--- config.mk ---
export PLATFORM = sky130hd
export DESIGN_NAME = regfile_sb
export DESIGN_NICKNAME = d
export VERILOG_FILES = /design/src/rtl/regfile_pkg.sv /design/src/rtl/regfile_scoreboard.sv /design/src/rtl/regfile_sb.sv
export SDC_FILE = /design/constraint.sdc
export NUM_CORES = 1
export LEC_CHECK = 0
export CELL_PAD_IN_SITES_DETAIL_PLACEMENT = 0
export CELL_PAD_IN_SITES_GLOBAL_PLACEMENT = 2
export CORE_MARGIN = 3
export CORE_UTILIZATION = 30
export CTS_CLUSTER_DIAMETER = 40
export DETAILED_ROUTE_END_ITERATION = 10
export PLACE_DENSITY = 0.49
export SYNTH_ARGS = -nofsm -noshare
export SYNTH_HDL_FRONTEND = slang
export SYNTH_SLANG_ARGS = --single-unit
--- constraint.sdc ---
create_clock -name clk -period 5.96 [get_ports clk]
set_input_delay 1.192 -clock clk [delete_from_list [all_inputs] [get_ports clk]]
set_output_delay 1.192 -clock clk [all_outputs]
set_load 0.02 [all_outputs]
--- src/rtl/regfile_pkg.sv ---
// Shared definitions for the scoreboarded register file: FSM state type,
// default geometry and the hard-wired zero register address.
package regfile_pkg;

    // Sweep state: CLEAR zeroes the array one entry per cycle, RUN is normal use
    typedef enum logic {
        ST_CLEAR = 1'b0,
        ST_RUN   = 1'b1
    } state_e;

    // Default geometry: 32 registers of 32 bits
    localparam int DEF_DW = 32;
    localparam int DEF_AW = 5;

    // Address that reads as zero when the zero register is enabled
    localparam int ZERO_ADDR = 0;

    // An address can hold data / be a producer target unless it is the
    // hard-wired zero register.
    function automatic logic addr_writable(input int zero_reg, input int addr);
        return !((zero_reg != 0) && (addr == ZERO_ADDR));
    endfunction

endpackage

--- src/rtl/regfile_scoreboard.sv ---
// Pending-write scoreboard: one pend bit per register, set by instruction
// issue and cleared by writeback, with issue taking priority on a same-address
// collision because the newer producer is still outstanding.
module regfile_scoreboard
    import regfile_pkg::*;
#(
    parameter int AW       = DEF_AW,
    parameter int ZERO_REG = 1
) (
    input  logic          clk,
    input  logic          rst,
    input  logic          en_i,
    input  logic          iss_valid_i,
    input  logic [AW-1:0] iss_addr_i,
    input  logic          wb_valid_i,
    input  logic [AW-1:0] wb_addr_i,
    input  logic [AW-1:0] ra1_i,
    input  logic [AW-1:0] ra2_i,
    output logic          busy1_o,
    output logic          busy2_o
);

    localparam int NREG = 2 ** AW;

    logic [NREG-1:0] pend_q;
    logic [NREG-1:0] pend_d;

    // Per-register next-state: the zero register never becomes pending, and a
    // set on the same cycle as a clear leaves the bit set.
    generate
        for (genvar gi = 0; gi < NREG; gi++) begin : g_pend
            logic set_hit;
            logic clr_hit;

            assign set_hit = en_i && iss_valid_i && (iss_addr_i == AW'(gi))
                             && addr_writable(ZERO_REG, gi);
            assign clr_hit = en_i && wb_valid_i && (wb_addr_i == AW'(gi));
            assign pend_d[gi] = set_hit | (pend_q[gi] & ~clr_hit);
        end
    endgenerate

    // Pend vector register; reset forgets every outstanding producer
    always_ff @(posedge clk or posedge rst) begin
        if (rst) begin
            pend_q <= '0;
        end else begin
            pend_q <= pend_d;
        end
    end

    // Each read port looks up its own register independently
    assign busy1_o = pend_q[ra1_i];
    assign busy2_o = pend_q[ra2_i];

endmodule

--- src/rtl/regfile_sb.sv ---
// Parametrised register file with a post-reset clear sweep and a pending-write
// scoreboard feeding per-port busy flags to the hazard unit.
// Optional build macro: REGFILE_BYPASS_EN enables same-cycle forwarding of the
// writeback data (and suppression of busy) onto a read port addressing wa.
module regfile_sb
    import regfile_pkg::*;
#(
    parameter int DW       = DEF_DW,
    parameter int AW       = DEF_AW,
    parameter int ZERO_REG = 1
) (
    input  logic          clk,
    input  logic          rst,
    input  logic [AW-1:0] ra1,
    input  logic [AW-1:0] ra2,
    output logic [DW-1:0] rd1,
    output logic [DW-1:0] rd2,
    input  logic          we,
    input  logic [AW-1:0] wa,
    input  logic [DW-1:0] wd,
    input  logic          iss_valid,
    input  logic [AW-1:0] iss_addr,
    output logic          busy1,
    output logic          busy2,
    output logic          ready
);

    localparam int            NREG      = 2 ** AW;
    localparam logic [AW-1:0] LAST_ADDR = AW'(NREG - 1);

    state_e        state_q;
    logic [AW-1:0] cnt_q;
    logic          ready_q;

    logic [DW-1:0] mem_q [NREG];

    logic run;
    logic clr_en;
    logic wr_ok;
    logic wr_en;

    assign run    = (state_q == ST_RUN);
    assign clr_en = (state_q == ST_CLEAR);
    assign wr_ok  = addr_writable(ZERO_REG, int'(wa));
    // Writeback is only honoured once the sweep has finished
    assign wr_en  = run && we && wr_ok;

    // Sweep FSM: walk cnt across every address, then hand over to RUN with
    // ready raised on the same edge that clears the last register.
    always_ff @(posedge clk or posedge rst) begin
        if (rst) begin
            state_q <= ST_CLEAR;
            cnt_q   <= '0;
            ready_q <= 1'b0;
        end else begin
            case (state_q)
                ST_CLEAR: begin
                    cnt_q <= cnt_q + 1'b1;
                    if (cnt_q == LAST_ADDR) begin
                        state_q <= ST_RUN;
                        ready_q <= 1'b1;
                    end
                end
                ST_RUN: begin
                    ready_q <= 1'b1;
                end
                default: begin
                    state_q <= ST_CLEAR;
                    cnt_q   <= '0;
                    ready_q <= 1'b0;
                end
            endcase
        end
    end

    assign ready = ready_q;

    // Storage array: sweep writes zeros, RUN takes writeback data. No reset on
    // the array itself; the sweep is what guarantees a known state.
    always_ff @(posedge clk) begin
        if (clr_en) begin
            mem_q[cnt_q] <= '0;
        end else if (wr_en) begin
            mem_q[wa] <= wd;
        end
    end

    logic sb_busy1;
    logic sb_busy2;

    regfile_scoreboard #(
        .AW       (AW),
        .ZERO_REG (ZERO_REG)
    ) u_scoreboard (
        .clk         (clk),
        .rst         (rst),
        .en_i        (run),
        .iss_valid_i (iss_valid),
        .iss_addr_i  (iss_addr),
        .wb_valid_i  (we),
        .wb_addr_i   (wa),
        .ra1_i       (ra1),
        .ra2_i       (ra2),
        .busy1_o     (sb_busy1),
        .busy2_o     (sb_busy2)
    );

    logic [1:0][AW-1:0] ra_pk;
    logic [1:0]         sb_busy_pk;

    assign ra_pk      = {ra2, ra1};
    assign sb_busy_pk = {sb_busy2, sb_busy1};

    // Two identical, independent read ports
    generate
        for (genvar gi = 0; gi < 2; gi++) begin : g_rd
            logic [DW-1:0] rd_val;
            logic          busy_val;

            // Read mux: silent during the sweep, zero register forced to 0,
            // optional forwarding of the in-flight writeback.
            always_comb begin
                rd_val   = '0;
                busy_val = 1'b0;
                if (run && addr_writable(ZERO_REG, int'(ra_pk[gi]))) begin
`ifdef REGFILE_BYPASS_EN
                    if (wr_en && (wa == ra_pk[gi])) begin
                        rd_val   = wd;
                        busy_val = 1'b0;
                    end else begin
                        rd_val   = mem_q[ra_pk[gi]];
                        busy_val = sb_busy_pk[gi];
                    end
`else
                    rd_val   = mem_q[ra_pk[gi]];
                    busy_val = sb_busy_pk[gi];
`endif
                end
            end
        end
    endgenerate

    assign rd1   = g_rd[0].rd_val;
    assign rd2   = g_rd[1].rd_val;
    assign busy1 = g_rd[0].busy_val;
    assign busy2 = g_rd[1].busy_val;

endmodule

==> flow_metrics.env, run 1 <==
export IMPL_fmax_mhz=173
export IMPL_rr_worst_depth=5
export IMPL_slowest_stage="nor3_1"
export IMPL_power_frac_comb_pct=7.8
export IMPL_top_layer_used="met4"
export IMPL_holdPathEnd="ready"
export IMPL_syn_nets=2591
export IMPL_clock_latency_ns=0.80
export IMPL_sw_frac_of_total_pct=23.7
export IMPL_place_congestion=0.779
export IMPL_drtPass1Iterations=5
export IMPL_ys_top_cells_by_count="edfxtp_1, mux4_2, mux2i_1, clkbuf_1, o21ai_0"
export IMPL_r2r_slack_ns=2.01
export IMPL_cpPeakStageDelay_ns=0.67
export IMPL_cts_sinks=1063
export IMPL_syn_inst=2533
export IMPL_syn_avg_cell_area_um2=19.6
export IMPL_yosys_area_top_type="edfxtp_1"
export IMPL_fin_ws_ns=0.182
export IMPL_finalSetupViolCount=0
export IMPL_final_cell_area_um2=61300
export IMPL_p_sw_mw=5.01
export IMPL_power_density_nw_per_um2=345
export IMPL_placed_area_um2=54600
export IMPL_synth_most_common_cell="edfxtp_1"
export IMPL_min_path_type="flip-flop to flip-flop"
export IMPL_setup_tns_final_ns=0
export IMPL_num_rows=148
export IMPL_area_delta_synth_final_pct=23.8
export IMPL_cap_violations=0
export IMPL_ys_top_cells_by_area="edfxtp_1, mux4_2, mux2i_1, dfrtp_1, o221ai_1"
export IMPL_h_tree_depth=4
export IMPL_crit_type="input port to primary output"
export IMPL_layout_drive_gt1_share_pct=35.1
export IMPL_status="finished, final reports clean"
export IMPL_antenna_found_initial=12
export IMPL_synth_seq_cells=1063
export IMPL_skew_ns=0.0333
export IMPL_yosys_warnings=0
export IMPL_vdd_drop_max_uv=295
export IMPL_track_usage_pct=22.3
export IMPL_ys_seq_area_share_pct=64.0
export IMPL_min_delay_path_depth=1
export IMPL_relSlewSlack_pct=16.1
export IMPL_numPortBuffers=122
export IMPL_drt_met1_wl_um=79300
export IMPL_ant_nets=0
export IMPL_tightest_slew_ns=1.26
export IMPL_cp_end_kind="primary output"
export IMPL_clockRootBuffer="clkbuf_16"
export IMPL_cts_made_buffers=192
export IMPL_cts_tree="yes"
export IMPL_hold_ws_ns=0.466
export IMPL_final_min_clock_period_ns=5.78
export IMPL_finalNetCount=2850
export IMPL_clkPwrFrac_pct=52.9
export IMPL_p_seq_share_pct=39.4
export IMPL_totalWireLength_um=189000
export IMPL_slew_viol_final=0
export IMPL_wl_per_cell_um=36.7
export IMPL_cts_hold_buf=0
export IMPL_grt_max_degree=102
export IMPL_dieArea_um2=170000
export IMPL_power_mw=21.2
export IMPL_critPathArrivalTime_ns=4.59
export IMPL_coreArea_um2=163000
export IMPL_netlist_area_um2=49500
export IMPL_synthFlopType="edfxtp_1"
export IMPL_io_pins=123
export IMPL_p_leak_nw=21.1
export IMPL_required_ns=4.77
export IMPL_pre_cts_ws_ns=0.207
export IMPL_ys_async_sr_fraction_pct=3.67
export IMPL_critPathMaxFanout=19
export IMPL_grt_overflow_total=0
export IMPL_dp_hpwl_um=110000
export IMPL_num_vias=29200
export IMPL_die_x_um=412
export IMPL_worstHoldStart="ready"
export IMPL_die_h_um=412
export IMPL_cts_resized=0
export IMPL_r2r_start="run"
export IMPL_cpMostUsedCell="buf_4"
export IMPL_start_util_pct=30.3
export IMPL_rsz0062_at_grt="no"
export IMPL_synth_top_cell_area_share_pct=62.1
export IMPL_grt_pass1_wl_um=262000
export IMPL_first_global_vias=31000
export IMPL_intPower_mw=16.1
export IMPL_hold_viol_final=0
export IMPL_max_clock_path_buffers=3
export IMPL_viasPerCell=5.68
export IMPL_synth_edf_count=1024
export IMPL_cts_setup_buffers=0
export IMPL_drcViolationCount=0
export IMPL_cts_reportedPaths_clkPinSlew_ns=0.04
export IMPL_start_kind="input port"
export IMPL_netlist_cell_type_count=51
export IMPL_timing_rr_end="mem_q[2][6]"
export IMPL_met2_length_um=95200
export IMPL_met3_wirelength_um=9160
export IMPL_initialDrtViolationCount=2561
export IMPL_finalCritPeriodShare_pct=96.9
export IMPL_crit_chain="clkdlybuf4s50_1 -> buf_4 -> and2_4 -> buf_4 -> a22o_1 -> a2111oi_0 -> nor3_1 -> buf_4 -> clkdlybuf4s50_1"
==> layout by cell type, fill, tap and decap left out, types with 34 or more instances in the layout <==
cell / synthesis / routed
o21ai_0: 68 / 67
o221ai_1: 63 / 63
clkdlybuf4s50_1: 0 / 97
buf_4: 14 / 107
edfxtp_1: 1024 / 1024
mux2i_1: 262 / 262
clkinv_2: 0 / 37
a211oi_1: 34 / 34
buf_12: 0 / 61
dfrtp_1: 39 / 39
and2_1: 35 / 34
mux4_2: 466 / 466
o22a_1: 34 / 34
a22o_1: 58 / 58
clkbuf_16: 0 / 195
==> sequential cells by signal, summed over array words and instances, names as in the netlist <==
| register | flops |
|---|---|
| ready | 1 |
| mem_q | 1024 |
| u_scoreboard.pend_q | 32 |
| run | 1 |
| cnt_q | 5 |
==> metal layers <==
| layer | up-vias | global-route usage (%) |
|---|---|---|
| li1 | 11700 | - |
| met1 | 16200 | 29.5 |
| met2 | 1029 | 37.9 |
| met3 | 267 | 3.21 |
| met4 | 0 | 7.07 |
| met5 | - | 0 |
==> critical path, delay by kind of cell <==
family          cells  cell delay, ns
simple gates        2            1.05
compound gates      2            0.27
buf+inv             5            2.04
==> power groups by stage <==
stage | Combinational, mW | Clock [mW] | Sequential, mW
6_report | 1.65 | 11.2 | 8.32
5_1_grt | 1.74 | 11.8 | 8.32
4_1_cts | 1.68 | 11.4 | 8.32
3_5_place_dp | 1.68 | 0 | 8.47
3_3_place_gp | 1.67 | 0 | 8.46
2_1_floorplan | 0.915 | 0 | 8.45
==> metrics by stage <==
stage	instances	util, %
finish	5143	37.6
floorplan	2533	-
global route	5141	37.5
detailed placement	4773	33.5
global placement	4773	33.5
CTS	5130	37.5
==> worst max path at each step <==
stage	cells past startpoint	start	endpoint	slack, ns
after floorplan	5	wa[1]	mem_q[22][0]	0.67
after global placement	9	ra1[3]	rd1[31]	0.25
after detailed placement	9	ra1[3]	rd1[31]	0.21
after CTS	9	ra1[3]	rd1[31]	0.19
after global routing	9	ra1[3]	rd1[31]	0.12
final	9	ra1[3]	rd1[31]	0.18
==> area by class of cell <==
cell class,instances,area [um2]
diodes,13,32.5
clock buffers,208,4940
clock inverters,149,1720
fillers,15000,102000
inverters,4,15.0
multi-input cells,1260,17100
flip-flops and latches,1063,31700
well taps,2175,2720
repair buffers,271,3080
==> kinds of logic (layout without fill, tap and decap cells) <==
group,after synthesis,in the layout,share of synthesized area [%]
fa+ha+maj,2,2,0.0505
xor+xnor,3,3,0.0531
other cells,0,13,0
mux,735,735,26.6
compound gates,342,342,5.32
buf+inv,210,632,1.93
simple gates,178,178,1.96
flops,1063,1063,64.0
(Power assumes the default switching activity.)
==> run 2: changes to the inputs <==
Settings changed: CORE_ASPECT_RATIO from default to 1.5, CTS_CLUSTER_SIZE from default to 30.
==> flow_metrics.env, run 2 (synthesized netlist as in run 1, its figures left out) <==
export IMPL_status="finished, final reports clean"
export IMPL_layout_drive_gt1_share_pct=32.7
export IMPL_largest_reg_flops=1024
export IMPL_dp_cells=4719
export IMPL_p_leak_nw=20.4
export IMPL_die_x_um=338
export IMPL_totalWireLength_um=192000
export IMPL_use_met2_pct=38.8
export IMPL_power_density_nw_per_um2=322
export IMPL_finalCritPeriodShare_pct=97.8
export IMPL_grt_overflow_total=0
export IMPL_max_clock_path_buffers=3
export IMPL_cp_end_kind="primary output"
export IMPL_hold_ws_ns=0.501
export IMPL_layout_common_cells="edfxtp_1, mux4_2, mux2i_1"
export IMPL_dp_hpwl_um=112000
export IMPL_largestRegisters="mem_q: 1024 flops, u_scoreboard.pend_q: 32 flops, cnt_q: 5 flops"
export IMPL_r2r_slack_ns=1.71
export IMPL_clkPwrFrac_pct=48.4
export IMPL_drtPass1Iterations=7
export IMPL_wl_per_cell_um=38.3
export IMPL_cts_tree="yes"
export IMPL_cts_reportedPaths_clkPinSlew_ns=0.05
export IMPL_busiest_layer="met2"
export IMPL_start_kind="input port"
export IMPL_utilization_pct=36.5
export IMPL_num_vias=29000
export IMPL_clock_latency_ns=0.77
export IMPL_layout_commonest_cell="edfxtp_1"
export IMPL_coreArea_um2=164000
export IMPL_min_path_type="flip-flop to flip-flop"
export IMPL_ant_nets=0
export IMPL_cts_setup_buffers=0
export IMPL_gr_usage_met3_pct=3.87
export IMPL_crit_type="input port to primary output"
export IMPL_grt_pass1_wl_um=263000
export IMPL_h_tree_depth=4
export IMPL_clockRootBuffer="clkbuf_16"
export IMPL_final_min_clock_period_ns=5.83
export IMPL_dieArea_um2=170000
export IMPL_numPortBuffers=122
export IMPL_fmax_mhz=172
export IMPL_power_frac_comb_pct=8.5
export IMPL_intPower_mw=14.7
export IMPL_die_h_um=504
export IMPL_required_ns=4.77
export IMPL_cap_violations=0
export IMPL_placed_area_um2=54600
export IMPL_cts_made_buffers=150
export IMPL_critPathArrivalTime_ns=4.64
export IMPL_tightest_slew_ns=1.34
export IMPL_sw_frac_of_total_pct=24.0
export IMPL_place_congestion=0.797
export IMPL_met1_usage_pct=28.9
export IMPL_track_usage_pct=22.7
export IMPL_crit_chain="clkdlybuf4s50_1 -> buf_4 -> and2_4 -> buf_12 -> a22o_1 -> a2111oi_1 -> nor3_1 -> buf_4 -> clkdlybuf4s50_1"
export IMPL_drcViolationCount=0
export IMPL_grt_max_degree=79
export IMPL_hold_viol_final=0
export IMPL_final_cell_area_um2=59900
export IMPL_io_pins=123
export IMPL_finalNetCount=2813
export IMPL_area_delta_synth_final_pct=20.9
export IMPL_antenna_found_initial=11
export IMPL_rsz0062_at_grt="no"
export IMPL_initialDrtViolationCount=2709
export IMPL_num_rows=182
export IMPL_finalNonFillerCells=5000
export IMPL_finalSetupViolCount=0
export IMPL_top_register="mem_q"
export IMPL_vdd_drop_max_uv=265
export IMPL_skew_ns=0.0241
export IMPL_p_seq_share_pct=43.1
export IMPL_power_mw=19.3
export IMPL_slowest_stage="a2111oi_1"
export IMPL_slew_viol_final=0
export IMPL_cpPeakStageDelay_ns=0.76
export IMPL_start_util_pct=30.2
export IMPL_critPathMaxFanout=26
export IMPL_p_sw_mw=4.63
export IMPL_relSlewSlack_pct=10.6
export IMPL_viasPerCell=5.81
export IMPL_first_global_vias=31200
export IMPL_cts_sinks=1063
export IMPL_filler_cell_count=15100
## run 2: cell types whose count changed in the layout (fill, tap and decap cells not counted), moves of 4 or more
cell,previous run,this run
buf_4,107,103
clkbuf_16,195,155
clkinvlp_4,25,11
clkbuf_1,12,19
clkdlybuf4s50_1,97,108
bufinv_16,27,21
clkinv_4,19,11
clkinv_8,3,7
diode_2,13,4
clkinv_2,37,12
inv_8,2,7
## run 2: per-stage QoR
stage / setup slack [ns] / TNS, ns
floorplan: 0.674 / 0
finish: 0.130 / 0
detailed placement: -0.0573 / -0.0573
CTS: 0.196 / 0
global placement: -0.0741 / -0.106
global route: 0.0938 / 0
## run 2: path summary, 6_finish.rpt
path,startpoint,endpoint,cells past startpoint
worst max register to register,run,mem_q[18][23],6
max in group asynchronous,rst,u_scoreboard.pend_q[6],3
worst max-delay path,ra1[3],rd1[10],9
worst min register to register,ready,ready,1
min in group asynchronous,rst,run,3
worst min-delay path,ready,ready,1
## run 2: metal layers
metal	vias up	routed length [um]
met1	16000	77200
li1	11600	-
met2	1137	96800
met3	318	10600
met4	0	6970
met5	-	0
## run 2: layout make-up
type / instances / area (um2) / area share (%)
antenna: 4 / 10.0 / 0.0167
clock buffer: 175 / 3960 / 6.62
clock inverter: 102 / 1280 / 2.14
inverter: 4 / 15.0 / 0.0251
multi-input combinational: 1260 / 17100 / 28.6
sequential: 1063 / 31700 / 53.0
tap: 2116 / 2650 / 4.42
timing repair buffer: 276 / 3120 / 5.21
## run 2: power groups by stage
| stage | Sequential, mW | Clock (mW) | Combinational (mW) |
|---|---|---|---|
| 3_5_place_dp | 8.46 | 0 | 1.68 |
| 4_1_cts | 8.31 | 9.56 | 1.68 |
| 5_1_grt | 8.31 | 9.87 | 1.74 |
| 3_3_place_gp | 8.46 | 0 | 1.67 |
| 6_report | 8.31 | 9.35 | 1.64 |
| 2_1_floorplan | 8.45 | 0 | 0.915 |
## run 2: critical path: cells and delay by family
| family | cells | cell delay [ns] |
|---|---|---|
| AO/OA/AOI/OAI | 2 | 1.01 |
| buffers and inverters | 5 | 1.98 |
| AND/OR/NAND/NOR | 2 | 0.40 |
## run 2: what timing repair did
item | in CTS | in global routing
endpoints found under the hold margin | 0 | 0
hold buffers | 0 | 0
setup endpoints to repair | 2 | 0
resized for setup | 2 | 0
